$ cat config.mk
export PLATFORM = sky130hd
export DESIGN_NAME = mem_port_arbiter_flat
export DESIGN_NICKNAME = d
export VERILOG_FILES = /design/src/rtl/mem_port_arbiter_if.sv /design/src/rtl/mem_port_arbiter.sv /design/src/flat_wrapper.sv
export SDC_FILE = /design/constraint.sdc
export NUM_CORES = 1
export LEC_CHECK = 0
export CAP_MARGIN = 0
export CORE_UTILIZATION = 25
export DETAILED_ROUTE_END_ITERATION = 10
export HOLD_SLACK_MARGIN = 0.05
export PLACE_DENSITY_LB_ADDON = 0.1
export SYNTH_ARGS = -nofsm -noshare
export SYNTH_HDL_FRONTEND = slang
export SYNTH_SLANG_ARGS = --single-unit
$ cat constraint.sdc
create_clock -name clk -period 2.5 [get_ports clk]
set_input_delay 0.375 -clock clk [delete_from_list [all_inputs] [get_ports clk]]
set_output_delay 0.375 -clock clk [all_outputs]
set_load 0.005 [all_outputs]
$ cat src/rtl/mem_port_arbiter_if.sv
// Shared-memory port bundle between the CPU control path, the program
// loader/debug port, the memory macro and the arbiter that joins them.
// The arbiter takes the slave view; requesters and memory take the master view.
interface mem_port_arbiter_if #(
    parameter int AW = 10
);
    // CPU requester
    logic          c_req;
    logic          c_we;
    logic [AW-1:0] c_addr;
    logic [31:0]   c_wdata;
    logic          c_gnt;
    logic          c_rvalid;

    // Loader / debug requester
    logic          l_req;
    logic          l_we;
    logic          l_lock;
    logic [AW-1:0] l_addr;
    logic [31:0]   l_wdata;
    logic          l_gnt;
    logic          l_rvalid;

    // Shared read data, qualified by c_rvalid / l_rvalid
    logic [31:0]   rdata;

    // Memory macro side (synchronous read, 1-cycle latency)
    logic          m_en;
    logic          m_we;
    logic [AW-1:0] m_addr;
    logic [31:0]   m_wdata;
    logic [31:0]   m_rdata;

    // Hold request for the CPU FSM
    logic          cpu_stall;

    modport slave (
        input  c_req, c_we, c_addr, c_wdata,
        input  l_req, l_we, l_lock, l_addr, l_wdata,
        input  m_rdata,
        output c_gnt, c_rvalid, l_gnt, l_rvalid, rdata,
        output m_en, m_we, m_addr, m_wdata,
        output cpu_stall
    );

    modport master (
        output c_req, c_we, c_addr, c_wdata,
        output l_req, l_we, l_lock, l_addr, l_wdata,
        output m_rdata,
        input  c_gnt, c_rvalid, l_gnt, l_rvalid, rdata,
        input  m_en, m_we, m_addr, m_wdata,
        input  cpu_stall
    );
endinterface

$ cat src/rtl/mem_port_arbiter.sv
// Round-robin arbiter for the single-ported unified instruction/data memory.
// The loader may lock the port for burst loads; after MAX_LOCK consecutive
// locked grants the CPU gets a forced slot so it is never starved.
// MAX_LOCK must be at least 2.
module mem_port_arbiter #(
    parameter int AW       = 10,
    parameter int MAX_LOCK = 16
) (
    input  logic                clk,
    input  logic                rst_n,
    mem_port_arbiter_if.slave   bus
);
    localparam int CW = $clog2(MAX_LOCK) + 1;
    localparam logic [CW-1:0] LOCK_LAST = CW'(MAX_LOCK - 1);

    localparam logic [1:0] ST_ARB   = 2'd0;  // normal round-robin
    localparam logic [1:0] ST_LOCK  = 2'd1;  // loader owns the port
    localparam logic [1:0] ST_YIELD = 2'd2;  // forced CPU slot

    localparam logic LW_CPU = 1'b0;
    localparam logic LW_LDR = 1'b1;

    logic [1:0]    state, state_nxt;
    logic [CW-1:0] lock_cnt, lock_cnt_nxt;
    logic          last_winner;
    logic          c_rvalid_q, l_rvalid_q;

    logic          rr_c, rr_l;
    logic          c_win, l_win;
    logic [AW-1:0] addr_mux;

    // Round-robin decision: sole requester wins, a tie goes to the side that did not win last
    always_comb begin
        rr_c = bus.c_req & (~bus.l_req | (last_winner == LW_LDR));
        rr_l = bus.l_req & (~bus.c_req | (last_winner == LW_CPU));
    end

    // Grant selection per state; grants are suppressed while reset is asserted
    always_comb begin
        // NOTE: every output of a combinational block gets a default first so no latch is inferred
        c_win = 1'b0;
        l_win = 1'b0;
        case (state)
            ST_LOCK: begin
                if (bus.l_req & bus.l_lock) begin
                    l_win = 1'b1;
                end else begin
                    c_win = rr_c;
                    l_win = rr_l;
                end
            end
            ST_YIELD: begin
                if (bus.c_req) c_win = 1'b1;
                else           l_win = bus.l_req;
            end
            default: begin
                c_win = rr_c;
                l_win = rr_l;
            end
        endcase
        if (!rst_n) begin
            c_win = 1'b0;
            l_win = 1'b0;
        end
    end

    // Next state and lock-length counter
    always_comb begin
        state_nxt    = state;
        lock_cnt_nxt = lock_cnt;
        case (state)
            ST_LOCK: begin
                if (bus.l_req & bus.l_lock) begin
                    lock_cnt_nxt = lock_cnt + CW'(1);
                    if (lock_cnt == LOCK_LAST) state_nxt = ST_YIELD;
                end else begin
                    state_nxt    = ST_ARB;
                    lock_cnt_nxt = '0;
                end
            end
            ST_YIELD: begin
                if (l_win & bus.l_lock) begin
                    state_nxt    = ST_LOCK;
                    lock_cnt_nxt = CW'(1);
                end else begin
                    state_nxt    = ST_ARB;
                    lock_cnt_nxt = '0;
                end
            end
            ST_ARB: begin
                if (l_win & bus.l_lock) begin
                    state_nxt    = ST_LOCK;
                    lock_cnt_nxt = CW'(1);
                end
            end
            default: begin
                state_nxt    = ST_ARB;
                lock_cnt_nxt = '0;
            end
        endcase
    end

    // Arbitration state, winner history and read-valid pipeline
    always_ff @(posedge clk or negedge rst_n) begin
        if (!rst_n) begin
            state       <= ST_ARB;
            lock_cnt    <= '0;
            last_winner <= LW_LDR;
            c_rvalid_q  <= 1'b0;
            l_rvalid_q  <= 1'b0;
        end else begin
            // NOTE: sequential state uses non-blocking assignments so all flops update from pre-edge values
            state      <= state_nxt;
            lock_cnt   <= lock_cnt_nxt;
            c_rvalid_q <= c_win & ~bus.c_we;
            l_rvalid_q <= l_win & ~bus.l_we;
            if (c_win)      last_winner <= LW_CPU;
            else if (l_win) last_winner <= LW_LDR;
        end
    end

    // Memory-side mux driven by whichever requester holds the grant
    always_comb begin
        addr_mux = c_win ? bus.c_addr : bus.l_addr;
    end

    assign bus.c_gnt     = c_win;
    assign bus.l_gnt     = l_win;
    assign bus.c_rvalid  = c_rvalid_q;
    assign bus.l_rvalid  = l_rvalid_q;
    assign bus.rdata     = bus.m_rdata;
    assign bus.m_en      = c_win | l_win;
    assign bus.m_we      = (c_win & bus.c_we) | (l_win & bus.l_we);
    assign bus.m_addr    = addr_mux;
    assign bus.m_wdata   = c_win ? bus.c_wdata : bus.l_wdata;
    assign bus.cpu_stall = rst_n & bus.c_req & ~c_win;
endmodule

$ cat src/flat_wrapper.sv
// flat-port wrapper written by rule: the top's interface ports become plain ports
module mem_port_arbiter_flat 
#(
    parameter int AW       = 10,
    parameter int MAX_LOCK = 16
)
  (clk, rst_n, bus_c_req, bus_c_we, bus_c_addr, bus_c_wdata, bus_l_req, bus_l_we, bus_l_lock, bus_l_addr, bus_l_wdata, bus_m_rdata, bus_c_gnt, bus_c_rvalid, bus_l_gnt, bus_l_rvalid, bus_rdata, bus_m_en, bus_m_we, bus_m_addr, bus_m_wdata, bus_cpu_stall);
  mem_port_arbiter_if #(.AW(AW)) bus_i ();
  input  logic clk;
  input  logic rst_n;
  input wire logic [$bits(bus_i.c_req)-1:0] bus_c_req;
  input wire logic [$bits(bus_i.c_we)-1:0] bus_c_we;
  input wire logic [$bits(bus_i.c_addr)-1:0] bus_c_addr;
  input wire logic [$bits(bus_i.c_wdata)-1:0] bus_c_wdata;
  input wire logic [$bits(bus_i.l_req)-1:0] bus_l_req;
  input wire logic [$bits(bus_i.l_we)-1:0] bus_l_we;
  input wire logic [$bits(bus_i.l_lock)-1:0] bus_l_lock;
  input wire logic [$bits(bus_i.l_addr)-1:0] bus_l_addr;
  input wire logic [$bits(bus_i.l_wdata)-1:0] bus_l_wdata;
  input wire logic [$bits(bus_i.m_rdata)-1:0] bus_m_rdata;
  output wire logic [$bits(bus_i.c_gnt)-1:0] bus_c_gnt;
  output wire logic [$bits(bus_i.c_rvalid)-1:0] bus_c_rvalid;
  output wire logic [$bits(bus_i.l_gnt)-1:0] bus_l_gnt;
  output wire logic [$bits(bus_i.l_rvalid)-1:0] bus_l_rvalid;
  output wire logic [$bits(bus_i.rdata)-1:0] bus_rdata;
  output wire logic [$bits(bus_i.m_en)-1:0] bus_m_en;
  output wire logic [$bits(bus_i.m_we)-1:0] bus_m_we;
  output wire logic [$bits(bus_i.m_addr)-1:0] bus_m_addr;
  output wire logic [$bits(bus_i.m_wdata)-1:0] bus_m_wdata;
  output wire logic [$bits(bus_i.cpu_stall)-1:0] bus_cpu_stall;
  assign bus_i.c_req = bus_c_req;
  assign bus_i.c_we = bus_c_we;
  assign bus_i.c_addr = bus_c_addr;
  assign bus_i.c_wdata = bus_c_wdata;
  assign bus_i.l_req = bus_l_req;
  assign bus_i.l_we = bus_l_we;
  assign bus_i.l_lock = bus_l_lock;
  assign bus_i.l_addr = bus_l_addr;
  assign bus_i.l_wdata = bus_l_wdata;
  assign bus_i.m_rdata = bus_m_rdata;
  assign bus_c_gnt = bus_i.c_gnt;
  assign bus_c_rvalid = bus_i.c_rvalid;
  assign bus_l_gnt = bus_i.l_gnt;
  assign bus_l_rvalid = bus_i.l_rvalid;
  assign bus_rdata = bus_i.rdata;
  assign bus_m_en = bus_i.m_en;
  assign bus_m_we = bus_i.m_we;
  assign bus_m_addr = bus_i.m_addr;
  assign bus_m_wdata = bus_i.m_wdata;
  assign bus_cpu_stall = bus_i.cpu_stall;
  mem_port_arbiter #(.AW(AW), .MAX_LOCK(MAX_LOCK)) u_core (.clk(clk), .rst_n(rst_n), .bus(bus_i));
endmodule
==> impl_metrics.env <==
export IMPL_clkPwrFrac_pct=11.5
export IMPL_pwr_share_seq_pct=14.0
export IMPL_p_leak_nw=1.63
export IMPL_path_class="flop to output pin"
export IMPL_drt_total_wl_um=6380
export IMPL_final_cells=372
export IMPL_synthTopCellsByArea="mux2_2 30%, buf_4 16%, dfrtp_1 15%"
export IMPL_place_ws_ns=-0.254
export IMPL_rows=27
export IMPL_grt_pass1_vias=1683
export IMPL_syn_area_per_cell_sq_um=10.0
export IMPL_finish_utilization_pct=59.4
export IMPL_io_pins=204
export IMPL_grt_max_degree=12
export IMPL_arrival_ns=2.33
export IMPL_tns_ns=-5.02
export IMPL_worstPathMaxFanout=5
export IMPL_grt_overflow=0
export IMPL_synth_distinct_cells=38
export IMPL_yosys_top_cells_count="40 x mux2_2, 32 x buf_4, 9 x dfrtp_1"
export IMPL_layout_setup_ws_ns=-0.201
export IMPL_io_buffers=139
export IMPL_synth_top_family_by_area="multiplexers"
export IMPL_yosysMostFrequentCell="mux2_2"
export IMPL_wl_per_cell_um=17.1
export IMPL_synth_compound_area_share_pct=11.0
export IMPL_cts_root_buf="clkbuf_8"
export IMPL_hold_class="flop to flop"
export IMPL_synth_seq_cells=10
export IMPL_ys_warn_count=0
export IMPL_dp_cells=342
export IMPL_synth_mux_area_share_pct=34.0
export IMPL_die_w_um=78.9
export IMPL_intPower_mw=1.05
export IMPL_clk_latency_ns=0.24
export IMPL_netlist_area_sq_um=1480
export IMPL_fin_skew_ns=0.00682
export IMPL_relSlewSlack_pct=70.8
export IMPL_max_vdd_ir_drop_uv=291
export IMPL_synth_top_area_share_pct=30.4
export IMPL_min_period_ns=2.70
export IMPL_dp_hpwl_um=4580
export IMPL_status="complete, but fails checks"
export IMPL_synth_simple_gate_area_share_pct=12.2
export IMPL_synth_edf_count=0
export IMPL_maxCapViolCount=0
export IMPL_track_usage_pct=18.5
export IMPL_tightestPinTransition_ns=0.436
export IMPL_critPathLaunchType="flop"
export IMPL_postSynthCellCount=148
export IMPL_cts_path_max_buffers=2
export IMPL_syn2layout_area_growth_pct=125
export IMPL_cts_tree="built"
export IMPL_yosys_most_used_dff="dfrtp_1"
export IMPL_avgViaCountPerCell=4.62
export IMPL_seq_area_sq_um=251
export IMPL_fin_nets=430
export IMPL_failed_checks="setup timing"
export IMPL_drt_iter0_drc=39
export IMPL_cp_end_kind="output pin"
export IMPL_grt_pass1_wl_um=8840
export IMPL_drive_gt1_share_pct=50.3
export IMPL_yosysSeqAreaShare_pct=17.0
export IMPL_syn_nets=277
export IMPL_synth_top_cell_by_area="mux2_2"
export IMPL_gp_congestion=0.741
export IMPL_final_hold_viol_count=0
export IMPL_synthAdderAreaFrac_pct=5.07
export IMPL_swShare_pct=30.5
export IMPL_cts_htree_levels=1
export IMPL_finalMaxSlewViolations=0
export IMPL_diodes=0
export IMPL_multi_input_area_sq_um=1110
export IMPL_combPwrFrac_pct=74.5
export IMPL_synthArstFlopShare_pct=100
export IMPL_crit_required_ns=2.12
export IMPL_max_freq_mhz=370
export IMPL_fillers=504
export IMPL_die_h_um=78.9
export IMPL_core_sq_um=5610
export IMPL_grt_setup_unrepaired="yes"
export IMPL_drt_first_pass_iters=4
export IMPL_numCtsBuffers=3
export IMPL_clk_pin_slew_ns=0.05
export IMPL_synthXorXnorAreaFrac_pct=0
export IMPL_drc=0
export IMPL_ant_nets=0
export IMPL_postCtsHoldBufs=0
export IMPL_power_density_nw_per_um2=452
export IMPL_dr_total_vias=1719
export IMPL_die_area_sq_um=6230
export IMPL_finalSetupViolCount=44
export IMPL_p_sw_mw=0.458
export IMPL_start_util_pct=26.4
export IMPL_cts_sinks=10
export IMPL_antenna_found_initial=0
export IMPL_finalCritPeriodShare_pct=108
==> area by class of cell <==
type	count	area share, %
inverter	6	0.676
multi-input combinational	96	33.2
sequential	10	7.55
timing repair buffer	184	54.5
clock buffer	4	1.35
tap	72	2.70
==> state kept, by name, summed over array words and instances (netlist names) <==
| register | count |
|---|---|
| u_core.state | 2 |
| u_core.bus.l_rvalid | 1 |
| u_core.lock_cnt | 5 |
| u_core.bus.c_rvalid | 1 |
| u_core.last_winner | 1 |
==> per-stage QoR <==
step                      cell area (sq um)  power (mW)  hold WS (ns)
after floorplan                        1480       0.608        0.0794
after global placement                 2840        1.07         0.492
after detailed placement               2840        1.07         0.487
after CTS                              3100        1.37         0.493
after global routing                   3330        1.61         0.535
final                                  3330        1.50         0.501
==> power by group through the flow <==
stage	clock network, mW	registers [mW]	logic, mW
finish	0.173	0.210	1.12
global route	0.194	0.214	1.20
CTS	0.178	0.211	0.983
detailed placement	0	0.215	0.852
global placement	0	0.215	0.851
floorplan	0	0.211	0.397
==> final timing paths <==
path	end	from	slack, ns	cells after the start
hold / removal	u_core.lock_cnt[3]	u_core.lock_cnt[3]	0.50	1
setup / recovery	bus_m_wdata[7]	u_core.state[1]	-0.20	10
min in group asynchronous	u_core.lock_cnt[3]	rst_n	0.61	2
setup reg to reg	u_core.lock_cnt[4]	u_core.state[1]	0.25	9
max in group asynchronous	u_core.last_winner	rst_n	1.65	2
hold reg to reg	u_core.lock_cnt[3]	u_core.lock_cnt[3]	0.50	1
==> per-layer routing <==
| layer | vias to the layer above | share of wire (%) | GRT usage, % |
|---|---|---|---|
| met5 | - | 0 | 0 |
| met4 | 0 | 2.2 | 5.27 |
| met1 | 784 | 35 | 19.1 |
| li1 | 813 | - | - |
| met3 | 28 | 8.1 | 4.60 |
| met2 | 94 | 55 | 36.4 |
==> logic make-up (layout without fill, tap and decap cells) <==
kind of cell             Yosys count  count (layout)
AO/OA/AOI/OAI                     18              18
adder cells (fa/ha/maj)            6               6
buffers and inverters             42             194
flip-flops                        10              10
multiplexers                      44              44
AND/OR/NAND/NOR                   28              28
==> repair_timing <==
action | 4_1_cts | 5_1_grt
pin swaps | 2 | 3
endpoints found under the setup margin | 47 | 47
setup buffers | 11 | 14
gates cloned | 4 | 1
resized for setup | 140 | 110
==> cells in the final DEF (no fill, tap or decap), drive strengths merged, types with 2 or more instances in the layout <==
cell type,instances
o311ai,2
and3,3
buf,68
mux2,44
o21a,2
dfrtp,9
nor2b,3
nand3,2
clkbuf,25
inv,6
nand2,4
ha,6
o21bai,5
nor3,3
clkdlybuf4s15,2
o41ai,2
a211o,2
clkdlybuf4s50,92
nor2,3
==> critical path, stage by stage (launching register included) <==
cell	delay [ns]
dfrtp_1	0.38
inv_2	0.07
ha_4	0.27
or3b_4	0.40
nand4_4	0.13
buf_12	0.13
buf_16	0.11
buf_8	0.11
buf_6	0.09
mux2_4	0.29
buf_6	0.12
Power figures use the tool's default switching activity.
